### src/rtl/scaler_axis_cfggen.sv
// Per-axis scaler configuration generator: serial reciprocal of the output size, then
// input window (needed lines/pixels, first line) and scanline-emulation eligibility.
module scaler_axis_cfggen #(
    parameter int unsigned IN_W   = 10,
    parameter int unsigned OUT_W  = 12,
    parameter int unsigned FRAC_W = 17,
    localparam int unsigned QW    = FRAC_W + 1
) (
    input  logic              SYS_CLK,
    input  logic              SYS_RST,
    input  logic [IN_W-1:0]   n_in_full_i,
    input  logic [IN_W-1:0]   n_box_ref_i,
    input  logic              box_i,
    input  logic [OUT_W-1:0]  n_active_i,
    input  logic [OUT_W-1:0]  n_out_i,
    input  logic              recalc_i,
    output logic              busy_o,
    output logic              cfg_valid_o,
    output logic              err_o,
    output logic [QW-1:0]     interp_factor_o,
    output logic [IN_W-1:0]   first_rd_o,
    output logic [IN_W-1:0]   in_needed_o,
    output logic [IN_W-1:0]   in_full_o,
    output logic [OUT_W-1:0]  out_o,
    output logic              allow_slemu_o
);

    localparam int unsigned PW  = QW + IN_W + OUT_W;
    localparam int unsigned PRW = PW - FRAC_W + 1;
    localparam int unsigned CW  = $clog2(QW);

    localparam logic [2:0] StIdle = 3'd0;
    localparam logic [2:0] StDiv  = 3'd1;
    localparam logic [2:0] StMul1 = 3'd2;
    localparam logic [2:0] StMul2 = 3'd3;
    localparam logic [2:0] StCalc = 3'd4;
    localparam logic [2:0] StOut  = 3'd5;

    logic [2:0]          state_q, state_d;
    logic                pending_q;
    logic [IN_W-1:0]     in_full_q, box_ref_q;
    logic                box_q;
    logic [OUT_W-1:0]    active_q, nout_q;

    logic [QW-1:0]       dvd_q, quot_q;
    logic [OUT_W-1:0]    rem_q;
    logic [CW-1:0]       cnt_q;
    logic [QW+IN_W-1:0]  inv_q;
    // Product pre-shifted so bit 0 is the rounding bit (weight 2^(FRAC_W-1)).
    logic [PRW-1:0]      prod_q;

    logic                busy_q, cfg_valid_q, err_q, slemu_q;
    logic [QW-1:0]       factor_q;
    logic [IN_W-1:0]     first_q, needed_q, full_out_q;
    logic [OUT_W-1:0]    out_q;

    logic                req;
    logic [OUT_W:0]      rem_sh;
    logic                rem_ge;
    logic [PRW-1:0]      resmax_full;
    logic [IN_W:0]       resmax;
    logic [IN_W-1:0]     ref_c, needed_c, first_c;
    logic [OUT_W:0]      twice_in;
    logic                slemu_c;

    always_comb begin
        req = pending_q
            || (n_in_full_i != in_full_q) || (n_box_ref_i != box_ref_q)
            || (box_i != box_q) || (n_active_i != active_q) || (n_out_i != nout_q);

        rem_sh = {rem_q, dvd_q[QW-1]};
        rem_ge = rem_sh >= {1'b0, nout_q};

        resmax_full = {1'b0, prod_q[PRW-1:1]} + PRW'(prod_q[0]);
        if (|resmax_full[PRW-1:IN_W+1]) begin
            resmax = '1;
        end else begin
            resmax = resmax_full[IN_W:0];
        end

        ref_c = box_q ? box_ref_q : in_full_q;
        if (resmax < {1'b0, ref_c}) begin
            needed_c = resmax[IN_W-1:0];
        end else begin
            needed_c = ref_c;
        end

        if (needed_c >= in_full_q) begin
            first_c = '0;
        end else begin
            first_c = (in_full_q - needed_c) >> 1;
        end

        twice_in = {{(OUT_W-IN_W){1'b0}}, in_full_q, 1'b0};
        slemu_c  = {1'b0, nout_q} >= twice_in;
    end

    always_comb begin
        state_d = state_q;
        case (state_q)
            StIdle: if (req) state_d = (n_out_i == '0) ? StOut : StDiv;
            StDiv:  if (cnt_q == CW'(QW - 1)) state_d = StMul1;
            StMul1: state_d = StMul2;
            StMul2: state_d = StCalc;
            StCalc: state_d = StOut;
            StOut:  state_d = StIdle;
            default: state_d = StIdle;
        endcase
    end

    always_ff @(posedge SYS_CLK) begin
        if (SYS_RST) begin
            state_q     <= StIdle;
            pending_q   <= 1'b1;
            in_full_q   <= '0;
            box_ref_q   <= '0;
            box_q       <= 1'b0;
            active_q    <= '0;
            nout_q      <= '0;
            dvd_q       <= '0;
            quot_q      <= '0;
            rem_q       <= '0;
            cnt_q       <= '0;
            inv_q       <= '0;
            prod_q      <= '0;
            busy_q      <= 1'b0;
            cfg_valid_q <= 1'b0;
            err_q       <= 1'b0;
            slemu_q     <= 1'b0;
            factor_q    <= '0;
            first_q     <= '0;
            needed_q    <= '0;
            full_out_q  <= '0;
            out_q       <= '0;
        end else begin
            state_q     <= state_d;
            cfg_valid_q <= 1'b0;
            busy_q      <= (state_d == StDiv) || (state_d == StMul1)
                        || (state_d == StMul2) || (state_d == StCalc);

            if (recalc_i) begin
                pending_q <= 1'b1;
            end else if (state_q == StIdle && req) begin
                pending_q <= 1'b0;
            end

            case (state_q)
                StIdle: begin
                    if (req) begin
                        in_full_q <= n_in_full_i;
                        box_ref_q <= n_box_ref_i;
                        box_q     <= box_i;
                        active_q  <= n_active_i;
                        nout_q    <= n_out_i;
                        dvd_q     <= QW'(1) << FRAC_W;
                        quot_q    <= '0;
                        rem_q     <= '0;
                        cnt_q     <= '0;
                        if (n_out_i == '0) err_q <= 1'b1;
                    end
                end
                StDiv: begin
                    dvd_q  <= dvd_q << 1;
                    quot_q <= {quot_q[QW-2:0], rem_ge};
                    rem_q  <= rem_ge ? OUT_W'(rem_sh - {1'b0, nout_q}) : rem_sh[OUT_W-1:0];
                    cnt_q  <= cnt_q + 1'b1;
                end
                StMul1: inv_q <= (QW+IN_W)'(quot_q) * (QW+IN_W)'(in_full_q);
                StMul2: prod_q <= PRW'((PW'(inv_q) * PW'(active_q)) >> (FRAC_W - 1));
                StCalc: begin
                    // Registered here so the new config is visible during the OUT cycle.
                    factor_q    <= quot_q;
                    needed_q    <= needed_c;
                    first_q     <= first_c;
                    slemu_q     <= slemu_c;
                    full_out_q  <= in_full_q;
                    out_q       <= nout_q;
                    cfg_valid_q <= 1'b1;
                    err_q       <= 1'b0;
                end
                default: ;
            endcase
        end
    end

    assign busy_o          = busy_q;
    assign cfg_valid_o     = cfg_valid_q;
    assign err_o           = err_q;
    assign interp_factor_o = factor_q;
    assign first_rd_o      = first_q;
    assign in_needed_o     = needed_q;
    assign in_full_o       = full_out_q;
    assign out_o           = out_q;
    assign allow_slemu_o   = slemu_q;

endmodule

### config.mk
export PLATFORM = sky130hd
export DESIGN_NAME = scaler_axis_cfggen
export DESIGN_NICKNAME = d
export VERILOG_FILES = /design/src/rtl/scaler_axis_cfggen.sv
export SDC_FILE = /design/constraint.sdc
export NUM_CORES = 2
export LEC_CHECK = 0
export BUFFER_PORTS_ARGS = -buffer_cell sky130_fd_sc_hd__clkbuf_2
export CAP_MARGIN = 20
export CORE_MARGIN = 8
export CORE_UTILIZATION = 25
export CTS_BUF_LIST = sky130_fd_sc_hd__clkbuf_4 sky130_fd_sc_hd__clkbuf_8
export CTS_CLUSTER_DIAMETER = 100
export CTS_CLUSTER_SIZE = 40
export DETAILED_ROUTE_END_ITERATION = 10
export PLACE_DENSITY = 0.47
export RECOVER_POWER = 25
export SLEW_MARGIN = 20
export SYNTH_ARGS = -nofsm -noshare
export SYNTH_HDL_FRONTEND = slang
export SYNTH_SLANG_ARGS = --single-unit
### constraint.sdc
create_clock -name SYS_CLK -period 9.8 [get_ports SYS_CLK]
set_input_delay 0.98 -clock SYS_CLK [delete_from_list [all_inputs] [get_ports SYS_CLK]]
set_output_delay 0.98 -clock SYS_CLK [all_outputs]
set_load 0.02 [all_outputs]
* After elaboration in Yosys (flattened, before gate mapping)
Cells that the tools add are included.
Operators by class: bitwise operators 0, order comparisons 4, multiplexer cells 21, eq/ne operators 16, $add $sub $neg 4, divide/modulo/power cells 0, reduce and logical (&&, ||, !) cells 18, shifts and indexed selects 0, multiply operators 2
Operators with widths (number):
- 18-bit one-hot mux with 2 select lines | 2
- 28-bit by 12-bit multiplier with 40-bit output | 1
- 18-bit two-way mux | 2
- 18-bit by 10-bit multiplier with 28-bit output | 1
- 23-bit by 1-bit adder with 24-bit output | 1
- 12-bit two-way mux | 2
- 12-bit inequality test | 2
- 12-bit one-hot mux with 2 select lines | 1
- 10-bit two-way mux | 2
- 10-bit inequality test | 2
- 3-bit one-hot mux with 5 select lines | 1
- 13-bit by 12-bit greater-or-equal comparator with 1-bit output | 1
- 13-bit OR reduction | 1
- 3-bit by 2-bit equality test with 1-bit output, second input constant | 4
- 12-bit by 11-bit greater-or-equal comparator with 1-bit output | 1
- 12-bit logical NOT | 1
- 12-bit subtractor | 1
- 11-bit by 10-bit < comparator with 1-bit output | 1
- 11-bit two-way mux | 1
- 10-bit greater-or-equal comparator | 1
- 5-bit one-hot mux with 2 select lines | 1
- 10-bit subtractor | 1
- 3-bit two-way mux | 3
- 9-bit two-way mux | 1
- 16 further kinds | 30
Storage, ports and cells: bits in writable memories 0, bits of input ports 48, bits in registers 218, word-level logic and storage cells 87, output and inout bits 64, bits in latches 0, memories kept 0, bits in read-only memories 0

* Logic depth before layout (Yosys ltp)
depth after elaboration 12, gate-level depth with buffers 28, gate-level depth less buffers 26

* Least setup slack after synthesis
No wires, ideal clock.
path type flip-flop to flip-flop, from reg active_q[5], to reg prod_q[22], path buffers 2, required time 9.683 ns, setup time 0.117 ns, setup slack 3.372 ns, clock period less this slack 6.428 ns, arrival 6.310 ns, cell stages (with the launch flop) 24, cell sequence dfxtp_1 clkbuf_1 buf_1 nand2_1 fa_1 fa_1 fa_1 fa_1 inv_1 fa_1 ha_1 a21o_1 a21o_1 a21oi_1 and4_1 o21ai_1 a2111oi_2 o211ai_1 a211oi_2 o21ai_1 a21oi_1 o21ai_0 or2_2 a32o_1
On the way: longest elaborated chain between the ends 1
RTL lines:
- from (decl) | line 43 | logic [OUT_W-1:0] active_q, nout_q;
- from (signal assigned) | line 153 | active_q <= n_active_i;
- 28-bit by 12-bit multiplier with 40-bit output | line 169 | StMul2: prod_q <= PRW'((PW'(inv_q) * PW'(active_q)) >> (FRAC_W - 1));
- to (signal assigned) | line 169
- to (decl) | line 50 | logic [PRW-1:0] prod_q;
No other way between the ends. A chain may end at the register's enable or synchronous reset.

==> key figures <==
Worst setup path
  • Reg2reg path depth: 22
  • CP Cell Sequence: clkbuf_1 -> clkbuf_1 -> nor2_1 -> a32o_1
  • Worst setup path category: input port to register
  • Slowest CP cell: clkbuf_1
  • Worst setup EP type: register
  • Worst reg2reg endpoint: prod_q[23]
  • CP max FO: 96
  • Critical path data required time: 10.29 ns
  • R2R setup slack: 2.16 ns
  • Worst path max stage delay: 3.02 ns
  • Arrival time at the worst endpoint: 8.50 ns
  • Most frequent CP cell: clkbuf_1
  • Setup crit start kind: input port
  • R2R Path Start: active_q[4]

GRT
  • Met3 Use GR: 0.0215
  • GRT Max-Usage Layer: met2
  • M1 GR Usage: 0.195
  • Initial antenna violation count: 2
  • First-pass GRT wire length: 116000 um
  • GR Overflow Total: 0
  • Largest net degree at the start of global routing: 97
  • GRT Util Overall: 0.131
  • Via count of the first global-routing pass: 19.7k
  • GR Util met2: 0.198

Placement
  • Placed wire-length estimate: 58000 um
  • Post-Place Setup Slack: 2.27 ns
  • Post-DP Area: 0.0268 sq mm
  • Buffers on Ports: 110
  • Final GP Congestion: 0.817

Finish
  • Fraction of layout cells with a size suffix above 1: 0.0635
  • Nets: 3606
  • Area Overhead vs Synth: 8.49%
  • Cell area after layout: 0.0272 sq mm

Hold path
  • Worst hold endpoint: out_o[10]
  • Worst min-delay path class: register to register
  • Hold wc startpoint: out_o[10]
  • WHS Path Cells: 2

Clocking
  • Post-CTS sizing: 0
  • Clk_lat worst skew: 0.60 ns
  • Hold-fix buffers at CTS: 0
  • Cts bufs inserted: 17
  • Clock Sinks: 200
  • Setup bufs post-CTS: 0
  • Clock Tree Buf Depth: 2
  • Worst-path clk slew: 0.13 ns
  • Clock H-tree levels: 4
  • CTS tree: done
  • Clock Tree Root: clkbuf_8

Synthesis
  • Ys Warns: 0
  • Top post-synthesis cells by count: 653 x nand2_1, 440 x inv_1, 386 x fa_1
  • Synth Area per Inst: 8.32 sq um
  • Synth async-reset ratio: 0
  • Syn Inst Count: 3012
  • Synth Cell Area: 0.0251 sq mm
  • Syn Nets: 3623
  • Proportion of synthesized chip area in sequential cells: 0.160
  • #FFs+latches synth: 200
  • Yosys cell types: 92
  • Post-synth EDFFs: 0
  • Synth Flop Type: dfxtp_1
  • Count leader, synth: nand2_1
  • Largest area contributor in the synthesized netlist: fa_1
  • Top cells by area, synth: fa_1 31%, dfxtp_1 16%, nand2_1 9.8%
  • Share of the synthesized area in the top cell type: 0.308

Die
  • Height of the die: 333 um
  • Die ar.: 0.111 sq mm
  • Core area: 0.0997 sq mm
  • Die width: 333 um
  • Core Rows: 116
  • Initial Utilization: 0.251
  • I/O Pins: 112

STA
  • Final Critical Period: 8.01 ns
  • RSZ-0062 raised after global routing: no
  • Final setup vio count: 0
  • Count of final hold-check violations: 0
  • Relative slew slack: -1.94
  • Clock Skew: 0.0349 ns
  • Slew at the pin closest to its max-slew limit: 4.41 ns
  • Post-route worst setup slack: 1.79 ns
  • Ratio of final minimum period to clock period: 0.817
  • Max Clk Rate: 0.125 GHz
  • Setup TNS: 0 ns
  • Slew Viols, Final: 229

Routing
  • Post-DRT Antenna Nets: 0
  • Routed vias: 19.3k
  • Remaining DRCs: 0
  • Initial DRC Count: 1010
  • DRT Pass-1 Iters: 6
  • WL/cell: 16.9 um
  • WL final: 73000 um
  • Vias/cell: 4.48

Outcome
  • Run status: finished with violations
  • Violated checks: max-capacitance violations, max-slew violations

Run
  • Max Cap Violations: 3

Power
  • Leak Pwr: 12.2 nW
  • IR drop worst, VDD: 0.101 mV
  • Power Density: 76.9 mW/mm^2
  • Pwr Total: 0.00209 W
[cell usage in the layout, fill, tap and decap left out, types with 6 or more instances in the layout]
| master | count |
|---|---|
| o21a_1 | 8 |
| nor2_1 | 73 |
| and3_1 | 6 |
| xor2_1 | 64 |
| or2_2 | 8 |
| nand2_1 | 652 |
| nor3_1 | 14 |
| a22o_1 | 8 |
| ha_1 | 177 |
| a21o_1 | 32 |
| xnor2_1 | 51 |
| nand3_1 | 37 |
| o21ai_0 | 54 |
| nor4_1 | 19 |
| and2_1 | 204 |
| clkbuf_1 | 25 |
| inv_1 | 440 |
| clkbuf_8 | 17 |
| a31oi_1 | 6 |
| buf_4 | 29 |
| a211oi_1 | 10 |
| nand4_1 | 16 |
| clkbuf_2 | 87 |
| dfxtp_1 | 199 |
| mux2i_1 | 22 |
| fa_1 | 386 |
| nand2b_1 | 16 |
| a21oi_1 | 207 |
| nor2b_1 | 16 |
[through the flow]
step	std cells	util	hold slack (ns)
finish	4308	0.273	0.462
global route	4307	0.273	0.480
CTS	4305	0.273	0.466
detailed placement	4273	0.269	0.447
global placement	4273	0.269	0.442
floorplan	3012	-	0.436
[power by group]
group	internal (W)	total [W]	switching [W]
registers	0.000845	0.000900	0.0000554
clock network	0.000220	0.000598	0.000377
logic	0.000241	0.000593	0.000352
total	0.00131	0.00209	0.000784
[worst max-delay path, delay by kind of cell]
family,cells,cell delay (ns)
AOI/OAI and AO/OA,1,0.51
and+or+nand+nor,1,1.05
buffers and inverters,2,5.93
[logic make-up after synthesis]
family	Yosys count	synth area share
AOI/OAI and AO/OA	387	0.0941
xor gates and xnor gates	115	0.0402
adders and majority gates	564	0.397
buffers and inverters	618	0.0934
DFF	200	0.160
muxes	27	0.0116
other	1	0.000150
and+or+nand+nor	1100	0.204
[worst max-delay path by stage]
stage                      from        endpoint  slack, ns
CTS                 active_q[4]      prod_q[22]       2.21
detailed placement  active_q[4]      prod_q[23]       2.27
floorplan           active_q[5]      prod_q[22]       3.37
global placement    active_q[4]      prod_q[23]       2.46
global route            SYS_RST   first_rd_o[8]       0.96
finish                  SYS_RST  in_needed_o[6]       1.79
[flip-flops by register name (all words and copies together), names as in the netlist, 9 cells and up]
name             count
box_ref_q           10
interp_factor_o     18
prod_q              24
active_q            12
in_full_q           10
in_full_o           10
rem_q               12
in_needed_o         10
first_rd_o           9
nout_q              12
out_o               12
quot_q              18
inv_q               28
[layout make-up]
| cell class | count | area (sq um) |
|---|---|---|
| Antenna cell | 2 | 5.00 |
| Multi-Input combinational cell | 2194 | 18700 |
| Clock inverter | 14 | 174 |
| Sequential cell | 200 | 4010 |
| Timing Repair Buffer | 142 | 758 |
| Tap cell | 1298 | 1620 |
| Fill cell | 10800 | 72500 |
| Clock buffer | 18 | 241 |
| Inverter | 440 | 1650 |
[metal layers]
layer | up-vias | routed length, um
met5 | - | 0
met4 | 0 | 1370
met3 | 56 | 3200
met2 | 369 | 31200
met1 | 9568 | 37300
li1 | 9315 | -
No activity file was read; power rests on OpenSTA's default activity.
